--- src/rtl/alu_unit_pkg.sv ---
// Shared opcode map and defaults for the execute-stage ALU unit.
// Opcode 0 is idle; anything not listed here computes to all-zero fields.
package alu_unit_pkg;

  localparam int XLEN_DEF = 32;
  localparam int OP_W_DEF = 7;

  typedef enum logic [OP_W_DEF-1:0] {
    OP_IDLE  = 7'd0,
    OP_ADD   = 7'd1,
    OP_SUB   = 7'd2,
    OP_AND   = 7'd3,
    OP_OR    = 7'd4,
    OP_XOR   = 7'd5,
    OP_ADDI  = 7'd6,
    OP_ANDI  = 7'd7,
    OP_ORI   = 7'd8,
    OP_XORI  = 7'd9,
    OP_SLL   = 7'd10,
    OP_SRL   = 7'd11,
    OP_SRA   = 7'd12,
    OP_SLLI  = 7'd13,
    OP_SRLI  = 7'd14,
    OP_SRAI  = 7'd15,
    OP_SLT   = 7'd16,
    OP_SLTU  = 7'd17,
    OP_SLTI  = 7'd18,
    OP_SLTIU = 7'd19,
    OP_BEQ   = 7'd20,
    OP_BNE   = 7'd21,
    OP_BLT   = 7'd22,
    OP_BGE   = 7'd23,
    OP_BLTU  = 7'd24,
    OP_BGEU  = 7'd25
  } alu_op_e;

endpackage

--- src/rtl/alu_unit_if.sv ---
// Issue and CDB side of the ALU unit; slave is the unit, master is the driver.
interface alu_unit_if #(
  parameter int XLEN  = 32,
  parameter int OP_W  = 7,
  parameter int TAG_W = 4,
  parameter int DEPTH = 4
);
  localparam int CNT_W = $clog2(DEPTH) + 1;

  logic             in_valid;
  logic             in_ready;
  logic [OP_W-1:0]  in_op;
  logic [XLEN-1:0]  in_vi;
  logic [XLEN-1:0]  in_vj;
  logic [XLEN-1:0]  in_imm;
  logic [XLEN-1:0]  in_pc;
  logic [TAG_W-1:0] in_tag;
  logic             out_valid;
  logic             cdb_grant;
  logic [TAG_W-1:0] out_tag;
  logic [XLEN-1:0]  out_res;
  logic             out_is_br;
  logic             out_taken;
  logic [XLEN-1:0]  out_target;
  logic [CNT_W-1:0] occupancy;

  modport slave (
    input  in_valid, in_op, in_vi, in_vj, in_imm, in_pc, in_tag, cdb_grant,
    output in_ready, out_valid, out_tag, out_res, out_is_br, out_taken,
           out_target, occupancy
  );

  modport master (
    output in_valid, in_op, in_vi, in_vj, in_imm, in_pc, in_tag, cdb_grant,
    input  in_ready, out_valid, out_tag, out_res, out_is_br, out_taken,
           out_target, occupancy
  );
endinterface

--- src/rtl/alu_unit_core.sv ---
// Combinational ALU/branch datapath: (op, vi, vj, imm, pc) -> (res, is_br, taken, target).
module alu_core
  import alu_unit_pkg::*;
#(
  parameter int XLEN = XLEN_DEF,
  parameter int OP_W = OP_W_DEF
) (
  input  logic [OP_W-1:0] op_i,
  input  logic [XLEN-1:0] vi_i,
  input  logic [XLEN-1:0] vj_i,
  input  logic [XLEN-1:0] imm_i,
  input  logic [XLEN-1:0] pc_i,
  output logic [XLEN-1:0] res_o,
  output logic            is_br_o,
  output logic            taken_o,
  output logic [XLEN-1:0] target_o
);
  localparam int SH_W = $clog2(XLEN);

  logic [SH_W-1:0] sh_v, sh_i;
  logic            eq, lt_s, lt_u, lti_s, lti_u;

  assign sh_v  = vj_i[SH_W-1:0];
  assign sh_i  = imm_i[SH_W-1:0];
  assign eq    = (vi_i == vj_i);
  assign lt_s  = ($signed(vi_i) < $signed(vj_i));
  assign lt_u  = (vi_i < vj_i);
  assign lti_s = ($signed(vi_i) < $signed(imm_i));
  assign lti_u = (vi_i < imm_i);

  always_comb begin
    res_o    = '0;
    is_br_o  = 1'b0;
    taken_o  = 1'b0;
    target_o = '0;
    case (op_i)
      OP_ADD:   res_o = vi_i + vj_i;
      OP_SUB:   res_o = vi_i - vj_i;
      OP_AND:   res_o = vi_i & vj_i;
      OP_OR:    res_o = vi_i | vj_i;
      OP_XOR:   res_o = vi_i ^ vj_i;
      OP_ADDI:  res_o = vi_i + imm_i;
      OP_ANDI:  res_o = vi_i & imm_i;
      OP_ORI:   res_o = vi_i | imm_i;
      OP_XORI:  res_o = vi_i ^ imm_i;
      OP_SLL:   res_o = vi_i << sh_v;
      OP_SRL:   res_o = vi_i >> sh_v;
      OP_SRA:   res_o = $signed(vi_i) >>> sh_v;
      OP_SLLI:  res_o = vi_i << sh_i;
      OP_SRLI:  res_o = vi_i >> sh_i;
      OP_SRAI:  res_o = $signed(vi_i) >>> sh_i;
      OP_SLT:   res_o = XLEN'(lt_s);
      OP_SLTU:  res_o = XLEN'(lt_u);
      OP_SLTI:  res_o = XLEN'(lti_s);
      OP_SLTIU: res_o = XLEN'(lti_u);
      OP_BEQ:   begin is_br_o = 1'b1; taken_o = eq;    end
      OP_BNE:   begin is_br_o = 1'b1; taken_o = !eq;   end
      OP_BLT:   begin is_br_o = 1'b1; taken_o = lt_s;  end
      OP_BGE:   begin is_br_o = 1'b1; taken_o = !lt_s; end
      OP_BLTU:  begin is_br_o = 1'b1; taken_o = lt_u;  end
      OP_BGEU:  begin is_br_o = 1'b1; taken_o = !lt_u; end
      default:  ;
    endcase
    // Non-branch ops leave target at zero.
    if (is_br_o) target_o = taken_o ? (pc_i + imm_i) : (pc_i + XLEN'(4));
  end
endmodule

--- src/rtl/alu_unit.sv ---
// Issue-side ALU with an in-order result FIFO draining onto the CDB.
// rdy_in freezes all state; flush drops buffered and incoming ops.
module alu_unit
  import alu_unit_pkg::*;
#(
  parameter int XLEN  = XLEN_DEF,
  parameter int OP_W  = OP_W_DEF,
  parameter int TAG_W = 4,
  parameter int DEPTH = 4
) (
  input  logic       clk_in,
  input  logic       rst_in,
  input  logic       rdy_in,
  input  logic       flush_in,
  alu_unit_if.slave  bus
);
  localparam int PTR_W = $clog2(DEPTH);
  localparam int CNT_W = PTR_W + 1;

  logic [XLEN-1:0]  res_q    [DEPTH];
  logic [XLEN-1:0]  target_q [DEPTH];
  logic [TAG_W-1:0] tag_q    [DEPTH];
  logic             is_br_q  [DEPTH];
  logic             taken_q  [DEPTH];

  logic [PTR_W-1:0] wr_q, wr_d, rd_q, rd_d;
  logic [CNT_W-1:0] cnt_q, cnt_d;
  logic             push, pop, not_empty, in_ready;

  logic [XLEN-1:0]  c_res, c_target;
  logic             c_is_br, c_taken;

  alu_core #(.XLEN(XLEN), .OP_W(OP_W)) u_core (
    .op_i    (bus.in_op),
    .vi_i    (bus.in_vi),
    .vj_i    (bus.in_vj),
    .imm_i   (bus.in_imm),
    .pc_i    (bus.in_pc),
    .res_o   (c_res),
    .is_br_o (c_is_br),
    .taken_o (c_taken),
    .target_o(c_target)
  );

  assign not_empty = (cnt_q != '0);
  assign in_ready  = (cnt_q != CNT_W'(DEPTH));
  assign push      = bus.in_valid && in_ready && rdy_in && !flush_in;
  assign pop       = not_empty && bus.cdb_grant && rdy_in && !flush_in;

  always_comb begin
    wr_d  = wr_q;
    rd_d  = rd_q;
    cnt_d = cnt_q;
    if (rdy_in) begin
      if (flush_in) begin
        wr_d  = '0;
        rd_d  = '0;
        cnt_d = '0;
      end else begin
        if (push) wr_d = wr_q + PTR_W'(1);
        if (pop)  rd_d = rd_q + PTR_W'(1);
        cnt_d = cnt_q + CNT_W'(push) - CNT_W'(pop);
      end
    end
  end

  always_ff @(posedge clk_in) begin
    if (!rst_in) begin
      wr_q  <= '0;
      rd_q  <= '0;
      cnt_q <= '0;
    end else begin
      wr_q  <= wr_d;
      rd_q  <= rd_d;
      cnt_q <= cnt_d;
    end
  end

  // Payload needs no reset: outputs are gated by occupancy below.
  always_ff @(posedge clk_in) begin
    if (rst_in && push) begin
      res_q[wr_q]    <= c_res;
      target_q[wr_q] <= c_target;
      tag_q[wr_q]    <= bus.in_tag;
      is_br_q[wr_q]  <= c_is_br;
      taken_q[wr_q]  <= c_taken;
    end
  end

  assign bus.in_ready   = in_ready;
  assign bus.occupancy  = cnt_q;
  assign bus.out_valid  = not_empty;
  assign bus.out_tag    = not_empty ? tag_q[rd_q]    : '0;
  assign bus.out_res    = not_empty ? res_q[rd_q]    : '0;
  assign bus.out_is_br  = not_empty && is_br_q[rd_q];
  assign bus.out_taken  = not_empty && taken_q[rd_q];
  assign bus.out_target = not_empty ? target_q[rd_q] : '0;
endmodule

--- src/flat_wrapper.sv ---
// flat-port wrapper written by rule: the top's interface ports become plain ports
module alu_unit_flat import alu_unit_pkg::*;
#(
  parameter int XLEN  = XLEN_DEF,
  parameter int OP_W  = OP_W_DEF,
  parameter int TAG_W = 4,
  parameter int DEPTH = 4
)
  (clk_in, rst_in, rdy_in, flush_in, bus_in_valid, bus_in_op, bus_in_vi, bus_in_vj, bus_in_imm, bus_in_pc, bus_in_tag, bus_cdb_grant, bus_in_ready, bus_out_valid, bus_out_tag, bus_out_res, bus_out_is_br, bus_out_taken, bus_out_target, bus_occupancy);
  alu_unit_if #(.XLEN(XLEN), .OP_W(OP_W), .TAG_W(TAG_W), .DEPTH(DEPTH)) bus_i ();
  input  logic clk_in;
  input  logic rst_in;
  input  logic rdy_in;
  input  logic flush_in;
  input wire logic [$bits(bus_i.in_valid)-1:0] bus_in_valid;
  input wire logic [$bits(bus_i.in_op)-1:0] bus_in_op;
  input wire logic [$bits(bus_i.in_vi)-1:0] bus_in_vi;
  input wire logic [$bits(bus_i.in_vj)-1:0] bus_in_vj;
  input wire logic [$bits(bus_i.in_imm)-1:0] bus_in_imm;
  input wire logic [$bits(bus_i.in_pc)-1:0] bus_in_pc;
  input wire logic [$bits(bus_i.in_tag)-1:0] bus_in_tag;
  input wire logic [$bits(bus_i.cdb_grant)-1:0] bus_cdb_grant;
  output wire logic [$bits(bus_i.in_ready)-1:0] bus_in_ready;
  output wire logic [$bits(bus_i.out_valid)-1:0] bus_out_valid;
  output wire logic [$bits(bus_i.out_tag)-1:0] bus_out_tag;
  output wire logic [$bits(bus_i.out_res)-1:0] bus_out_res;
  output wire logic [$bits(bus_i.out_is_br)-1:0] bus_out_is_br;
  output wire logic [$bits(bus_i.out_taken)-1:0] bus_out_taken;
  output wire logic [$bits(bus_i.out_target)-1:0] bus_out_target;
  output wire logic [$bits(bus_i.occupancy)-1:0] bus_occupancy;
  assign bus_i.in_valid = bus_in_valid;
  assign bus_i.in_op = bus_in_op;
  assign bus_i.in_vi = bus_in_vi;
  assign bus_i.in_vj = bus_in_vj;
  assign bus_i.in_imm = bus_in_imm;
  assign bus_i.in_pc = bus_in_pc;
  assign bus_i.in_tag = bus_in_tag;
  assign bus_i.cdb_grant = bus_cdb_grant;
  assign bus_in_ready = bus_i.in_ready;
  assign bus_out_valid = bus_i.out_valid;
  assign bus_out_tag = bus_i.out_tag;
  assign bus_out_res = bus_i.out_res;
  assign bus_out_is_br = bus_i.out_is_br;
  assign bus_out_taken = bus_i.out_taken;
  assign bus_out_target = bus_i.out_target;
  assign bus_occupancy = bus_i.occupancy;
  alu_unit #(.XLEN(XLEN), .OP_W(OP_W), .TAG_W(TAG_W), .DEPTH(DEPTH)) u_core (.clk_in(clk_in), .rst_in(rst_in), .rdy_in(rdy_in), .flush_in(flush_in), .bus(bus_i));
endmodule
--- config.mk ---
export PLATFORM = sky130hd
export DESIGN_NAME = alu_unit_flat
export DESIGN_NICKNAME = d
export VERILOG_FILES = /design/src/rtl/alu_unit_pkg.sv /design/src/rtl/alu_unit_if.sv /design/src/rtl/alu_unit_core.sv /design/src/rtl/alu_unit.sv /design/src/flat_wrapper.sv
export SDC_FILE = /design/constraint.sdc
export NUM_CORES = 1
export LEC_CHECK = 0
export BUFFER_PORTS_ARGS = -buffer_cell sky130_fd_sc_hd__buf_4
export CAP_MARGIN = 20
export CORE_MARGIN = 4
export CORE_UTILIZATION = 45
export DETAILED_ROUTE_END_ITERATION = 8
export PLACE_DENSITY = 0.71
export RECOVER_POWER = 50
export SYNTH_ARGS = -nofsm -noshare
export SYNTH_HDL_FRONTEND = slang
export SYNTH_HIERARCHICAL = 1
export SYNTH_SLANG_ARGS = --single-unit
--- constraint.sdc ---
create_clock -name clk_in -period 4.53 [get_ports clk_in]
set_input_delay 0.2265 -clock clk_in [delete_from_list [all_inputs] [get_ports clk_in]]
set_output_delay 0.2265 -clock clk_in [all_outputs]
set_load 0.1 [all_outputs]
Word level (Yosys, flattened, before mapping)
Memories as Yosys holds them, arrays and structs flattened. A register that Yosys moved wholly into a read port is not among the register bits.
Cells that the tools add are included.
{"block": "word_totals", "output_inout_bits": 75, "ram_bits": 280, "n_memories": 5, "ff_bits": 7}
{"memory": "u_core.res_q", "depth": 4, "word_bits": 32, "read_ports": 1, "rd_ports_with_merged_regs": 1, "write_ports": 1, "line": "alu_unit.sv:20", "text": "logic [XLEN-1:0] res_q [DEPTH];"}
{"memory": "u_core.target_q", "depth": 4, "word_bits": 32, "read_ports": 1, "rd_ports_with_merged_regs": 1, "write_ports": 1, "line": "alu_unit.sv:21", "text": "logic [XLEN-1:0] target_q [DEPTH];"}
{"memory": "u_core.tag_q", "depth": 4, "word_bits": 4, "read_ports": 1, "rd_ports_with_merged_regs": 1, "write_ports": 1, "line": "alu_unit.sv:22", "text": "logic [TAG_W-1:0] tag_q [DEPTH];"}
{"memory": "u_core.is_br_q", "depth": 4, "word_bits": 1, "read_ports": 1, "rd_ports_with_merged_regs": 1, "write_ports": 1, "line": "alu_unit.sv:23", "text": "logic is_br_q [DEPTH];"}
{"memory": "u_core.taken_q", "depth": 4, "word_bits": 1, "read_ports": 1, "rd_ports_with_merged_regs": 1, "write_ports": 1, "line": "alu_unit.sv:24", "text": "logic taken_q [DEPTH];"}
{"block": "classes", "n_eq_ne": 27, "muxes": 25, "order_cmp": 4, "n_reduce_logical": 19, "bitwise": 6, "n_addsub": 9, "shifts": 6}
{"operator": "$pmux 32 s19", "count": 1}
{"operator": "$lt 32x32->1", "count": 4}
{"operator": "$mux 32", "count": 4}
{"operator": "$add 32x32->32", "count": 3}
{"operator": "$eq 7x5->1 const B", "count": 10}
{"operator": "$and 32x32->32", "count": 2}
{"operator": "$or 32x32->32", "count": 2}
{"operator": "$shl 32x5->32", "count": 2}
{"operator": "$shr 32x5->32", "count": 2}
{"operator": "$sshr 32x5->32", "count": 2}
{"operator": "$xor 32x32->32", "count": 2}
{"operator": "$eq 7x4->1 const B", "count": 8}
{"operator": "$add 32x3->32 const B", "count": 1}
{"operator": "$eq 32x32->1", "count": 1}
{"operator": "$sub 32x32->32", "count": 1}
{"operator": "$eq 7x3->1 const B", "count": 4}
{"operator": "$mux 2", "count": 14}
{"operator": "$eq 7x2->1 const B", "count": 2}
{"operator": "$logic_and 1x1->1", "count": 9}
{"operator": "$eq 7x1->1 const B", "count": 1}
{"operator": "$pmux 1 s6", "count": 1}
{"operator": "$reduce_or 6->1", "count": 1}
{"operator": "$add 2x1->2 const B", "count": 2}
{"operator": "$logic_not 1->1", "count": 4}
{"operator": "other kinds (9)", "count": 13}

Depth between registers and ports, before layout
{"block": "logic_depth", "depth_word": 8, "depth_mapped": 18}

Modules after synthesis
The synthesis kept the hierarchy.
{"mod": "alu_core", "instances": 1, "seq_area_each_um2": 0.0, "cells_each": 2359, "area_per_inst_um2": 15855.2}
{"mod": "alu_unit", "instances": 1, "seq_area_each_um2": 8588.2, "cells_each": 508, "area_per_inst_um2": 11138.2}

Worst setup path before layout
OpenSTA, ideal clock, no wires.
{"block": "synth_path", "path_type": "input -> register", "from": "input bus_in_op[5]", "to": "memory u_core.res_q[0][30] (data pin)", "arrival_time_ns": 4.046, "cell_stages": 18, "setup_slack_ns": 0.188, "required_ns": 4.234, "path_cell_list": "nor3_2 > clkbuf_1 > buf_2 > nand3_1 > clkbuf_1 > nand2_1 > o21ai_0 > ha_1 > fa_1 > a211oi_1 > o211ai_1 > nand2_1 > o31ai_1 > a31oi_1 > nor2_1 > a311oi_1 > xor2_1 > o221ai_1"}
{"block": "synth_via", "elab_chain_cells": 2}
{"item": "start: declaration", "line": "flat_wrapper.sv:16", "text": "input wire logic [$bits(bus_i.in_op)-1:0] bus_in_op;"}
{"item": "$eq 7x5->1, or another cell as far along", "line": "alu_unit_core.sv:36", "text": "case (op_i)"}
{"item": "$pmux 32 s19 *", "line": "alu_unit_core.sv:36"}
{"item": "net u_core.c_res[30]", "line": "alu_unit.sv:30", "text": "logic [XLEN-1:0] c_res, c_target;"}
{"item": "end: declaration", "line": "alu_unit.sv:20"}
The timed path passes the listed nets; every way through them passes the cells marked *.

Final worst setup path
{"block": "layout_path", "from": "input bus_in_op[1]", "to": "memory u_core.res_q[0][23] (data pin)"}
Same word-level chain as after synthesis.

==> metrics.yaml <==
outcome: "complete, but fails checks"
violations: "capacitance limit, slew limit"
detail_route.wl_per_cell_um: 31.9
multi_input_area_sq_um: 17200
finalCritPeriodShare: 0.915
synth_top_family_by_area: "compound AO/OA/AOI/OAI gates"
regArea_sq_um: 8590
synth_fp_nets: 3151
synth_cells: 2867
syn_to_final_growth_pct: 15.8
crit_type: "input port to register"
r2r-end: "u_core/res_q[1][24]$_DFFE_PP_"
power.leakage_nw: 12.5
async_flop_share: 0
fill_cells: 5375
pre_cts_ws_ns: -0.0195
dp_hpwl_um: 97500
die-height_um: 253
cellPowerDensity_nw_per_um2: 242
io_buffers: 219
clockBufferDepth: 3
first_global_vias: 25500
synthXorXnorAreaFrac: 0.0422
synth.most_common_cell: "nand2_1"
clk_latency_ns: 0.54
synth_compound_area_frac: 0.202
fp.dieW_um: 253
cp.required_ns: 4.76
synthAdderAreaFrac: 0.0655
yosys-top-cells-count: "291 x nand2_1, 280 x edfxtp_1, 213 x mux2i_1"
cts_made_buffers: 23
grt_max_degree: 72
dieArea_sq_um: 64000
cts_tree: "built"
cp_slowest_cell: "a2111oi_0"
grt_pass1_wl_um: 178000
fin_crit_ns: 4.15
holdWs_ns: 0.0483
ys_seq_elements: 289
holdPathStages: 3
drv_slew: 182
hp-class: "input port to register"
dr.first_iter.drc_count: 3664
synth_flop_cell: "edfxtp_1"
fin_nets: 3407
ant_nets: 0
hold_viol: 0
place.gp.congestion: 1.13
setup_ws_ns: 0.383
setup_viol: 0
fmax_mhz: 241
drv_cap: 4
synthMuxAreaShare: 0.168
ctsRootBufferMaster: "clkbuf_16"
first_pass_iters: 6
hold_start: "bus_in_valid"
critPathLaunchType: "input port"
final_cell_count_no_fill: 3914
routed_wl_um: 125000
grt_overflow_total: 0
rsz0062_at_grt: "false"
fin_skew_ns: 0.0214
antenna_found_initial: 2
cts.sinks: 289
reg2reg_depth: 4
min_to: "u_core/wr_q[0]$_SDFFE_PN0P_"
synth_top_area_cell: "edfxtp_1"
cpPeakStageDelay_ns: 0.77
io_pins: 220
drive_gt1_frac: 0.197
viasPerCell: 6.85
worst-path-max-fanout: 23
slew_headroom: -0.694
worst_slew_pin_slew_ns: 2.54
drc: 0
yosysSeqAreaShare: 0.318
path_common_cell: "buf_4"
grt.total_usage: 0.375
rows: 89
synthSimpleGateAreaFrac: 0.157
synth.avg_cell_area_sq_um: 9.42
initial_core_util: 0.456
peakVddDrop_mv: 0.230
yosysUniqueCellTypes: 94
ys_top_cells_by_area: "edfxtp_1 31%, mux4_2 8.3%, mux2i_1 7.9%, ha_1 6.3%, nand2_1 4.0%"
core_area_sq_um: 59200
vias: 26800
dp_cells: 3864
worstPathCellList: "buf_4 > buf_4 > nand2b_1 > nor3_4 > buf_4 > mux2i_2 > buf_4 > mux2i_1 > a21oi_1 > buf_4 > nor2_1 > a2111oi_0 > buf_4 > o221ai_1"
synth_top_area_frac: 0.311
worstReg2RegStart: "u_core/bus.occupancy[1]$_SDFFE_PN0P_"
r2r_slack_ns: 0.57
syn-cell-area_sq_um: 27000
htree_levels: 1
yosys_warnings: 6
endpoint_kind: "register"
path_clk_slew_ns: 0.08
synth-edff-count: 280
cp.arrival_ns: 4.38
==> sequential cells by signal (all words and copies together), names as in the netlist, named ones only <==
register	flops
u_core/rd_q	2
u_core/is_br_q	4
u_core/wr_q	2
u_core/tag_q	16
u_core/res_q	128
u_core/target_q	128
u_core/taken_q	4
u_core/bus.occupancy	3
==> placed cells by master (no fill, tap or decap), types with 33 or more instances in the layout <==
cell type,instances
a21oi_1,160
nor3_1,38
xnor2_1,69
edfxtp_1,280
o22ai_1,37
xor2_1,61
nor2_1,138
nand4_1,42
nand3_1,120
buf_4,404
a21o_1,64
mux2i_1,202
o21ai_0,186
nand2b_1,34
nand2_1,291
inv_1,99
mux4_2,99
a211oi_1,33
and2_1,89
ha_1,135
==> layout make-up <==
class | count | share of cell area
clock inverter | 13 | 0.00524
multi-input combinational | 2268 | 0.551
timing repair buffer | 440 | 0.106
antenna | 1 | 0.0000801
sequential | 289 | 0.275
inverter | 101 | 0.0121
clock buffer | 29 | 0.0195
tap | 773 | 0.0309
==> logic make-up after synthesis <==
| logic type | count (synthesis) |
|---|---|
| XOR/XNOR | 130 |
| flip-flops | 289 |
| buffers and inverters | 310 |
| AND/OR/NAND/NOR | 863 |
| multiplexers | 326 |
| adder cells (fa/ha/maj) | 139 |
| AO/OA/AOI/OAI | 810 |
==> through the flow <==
| step | total power, W | utilization | setup TNS [ns] | instance area, sq um |
|---|---|---|---|---|
| 6_report | 0.00755 | 0.528 | 0 | 31300 |
| 5_1_grt | 0.00782 | 0.528 | 0 | 31300 |
| 4_1_cts | 0.00750 | 0.529 | 0 | 31300 |
| 3_5_place_dp | 0.00547 | 0.515 | -0.0780 | 30500 |
| 3_3_place_gp | 0.00545 | 0.515 | 0 | 30500 |
| 2_1_floorplan | 0.00444 | - | 0 | 27000 |
==> metal layers <==
layer / GRT usage / vias to the layer above / routed length, um
li1: - / 11500 / -
met1: 0.496 / 13000 / 48100
met2: 0.567 / 1870 / 53500
met3: 0.0822 / 395 / 13800
met4: 0.226 / 0 / 9370
met5: 0 / - / 0
==> worst max-delay path: cells and delay by family <==
kind	cells	cell delay, ns
AO/OA/AOI/OAI	3	1.35
buffers and inverters	6	1.40
multiplexers	2	0.73
AND/OR/NAND/NOR	3	0.67
==> how the worst max path moves through the flow <==
| stage | startpoint | endpoint | slack (ns) |
|---|---|---|---|
| after CTS | bus_in_op[1] | u_core/res_q[0][23]$_DFFE_PP_ | 0.56 |
| final | bus_in_op[1] | u_core/res_q[0][23]$_DFFE_PP_ | 0.38 |
| after global routing | u_core/bus.occupancy[1]$_SDFFE_PN0P_ | u_core/target_q[1][13]$_DFFE_PP_ | 0.31 |
| after floorplan | bus_in_op[5] | u_core/res_q[0][30]$_DFFE_PP_ | 0.19 |
| after detailed placement | bus_in_op[1] | u_core/res_q[3][23]$_DFFE_PP_ | -0.02 |
| after global placement | bus_in_op[1] | u_core/res_q[0][23]$_DFFE_PP_ | 0.03 |
==> what timing repair did <==
item | CTS | global route
setup buffers | 0 | 0
gates resized for setup | 0 | 0
hold endpoints to repair | 17 | 0
hold buffers | 5 | 0
==> power breakdown <==
part	leakage [nW]	switching [W]	internal, W
registers	2.67	0.00000683	0.00294
clock network	0.368	0.000901	0.00114
logic	9.51	0.00167	0.000901
total	12.5	0.00257	0.00498
Note: power is estimated with default switching activity, not from simulation.
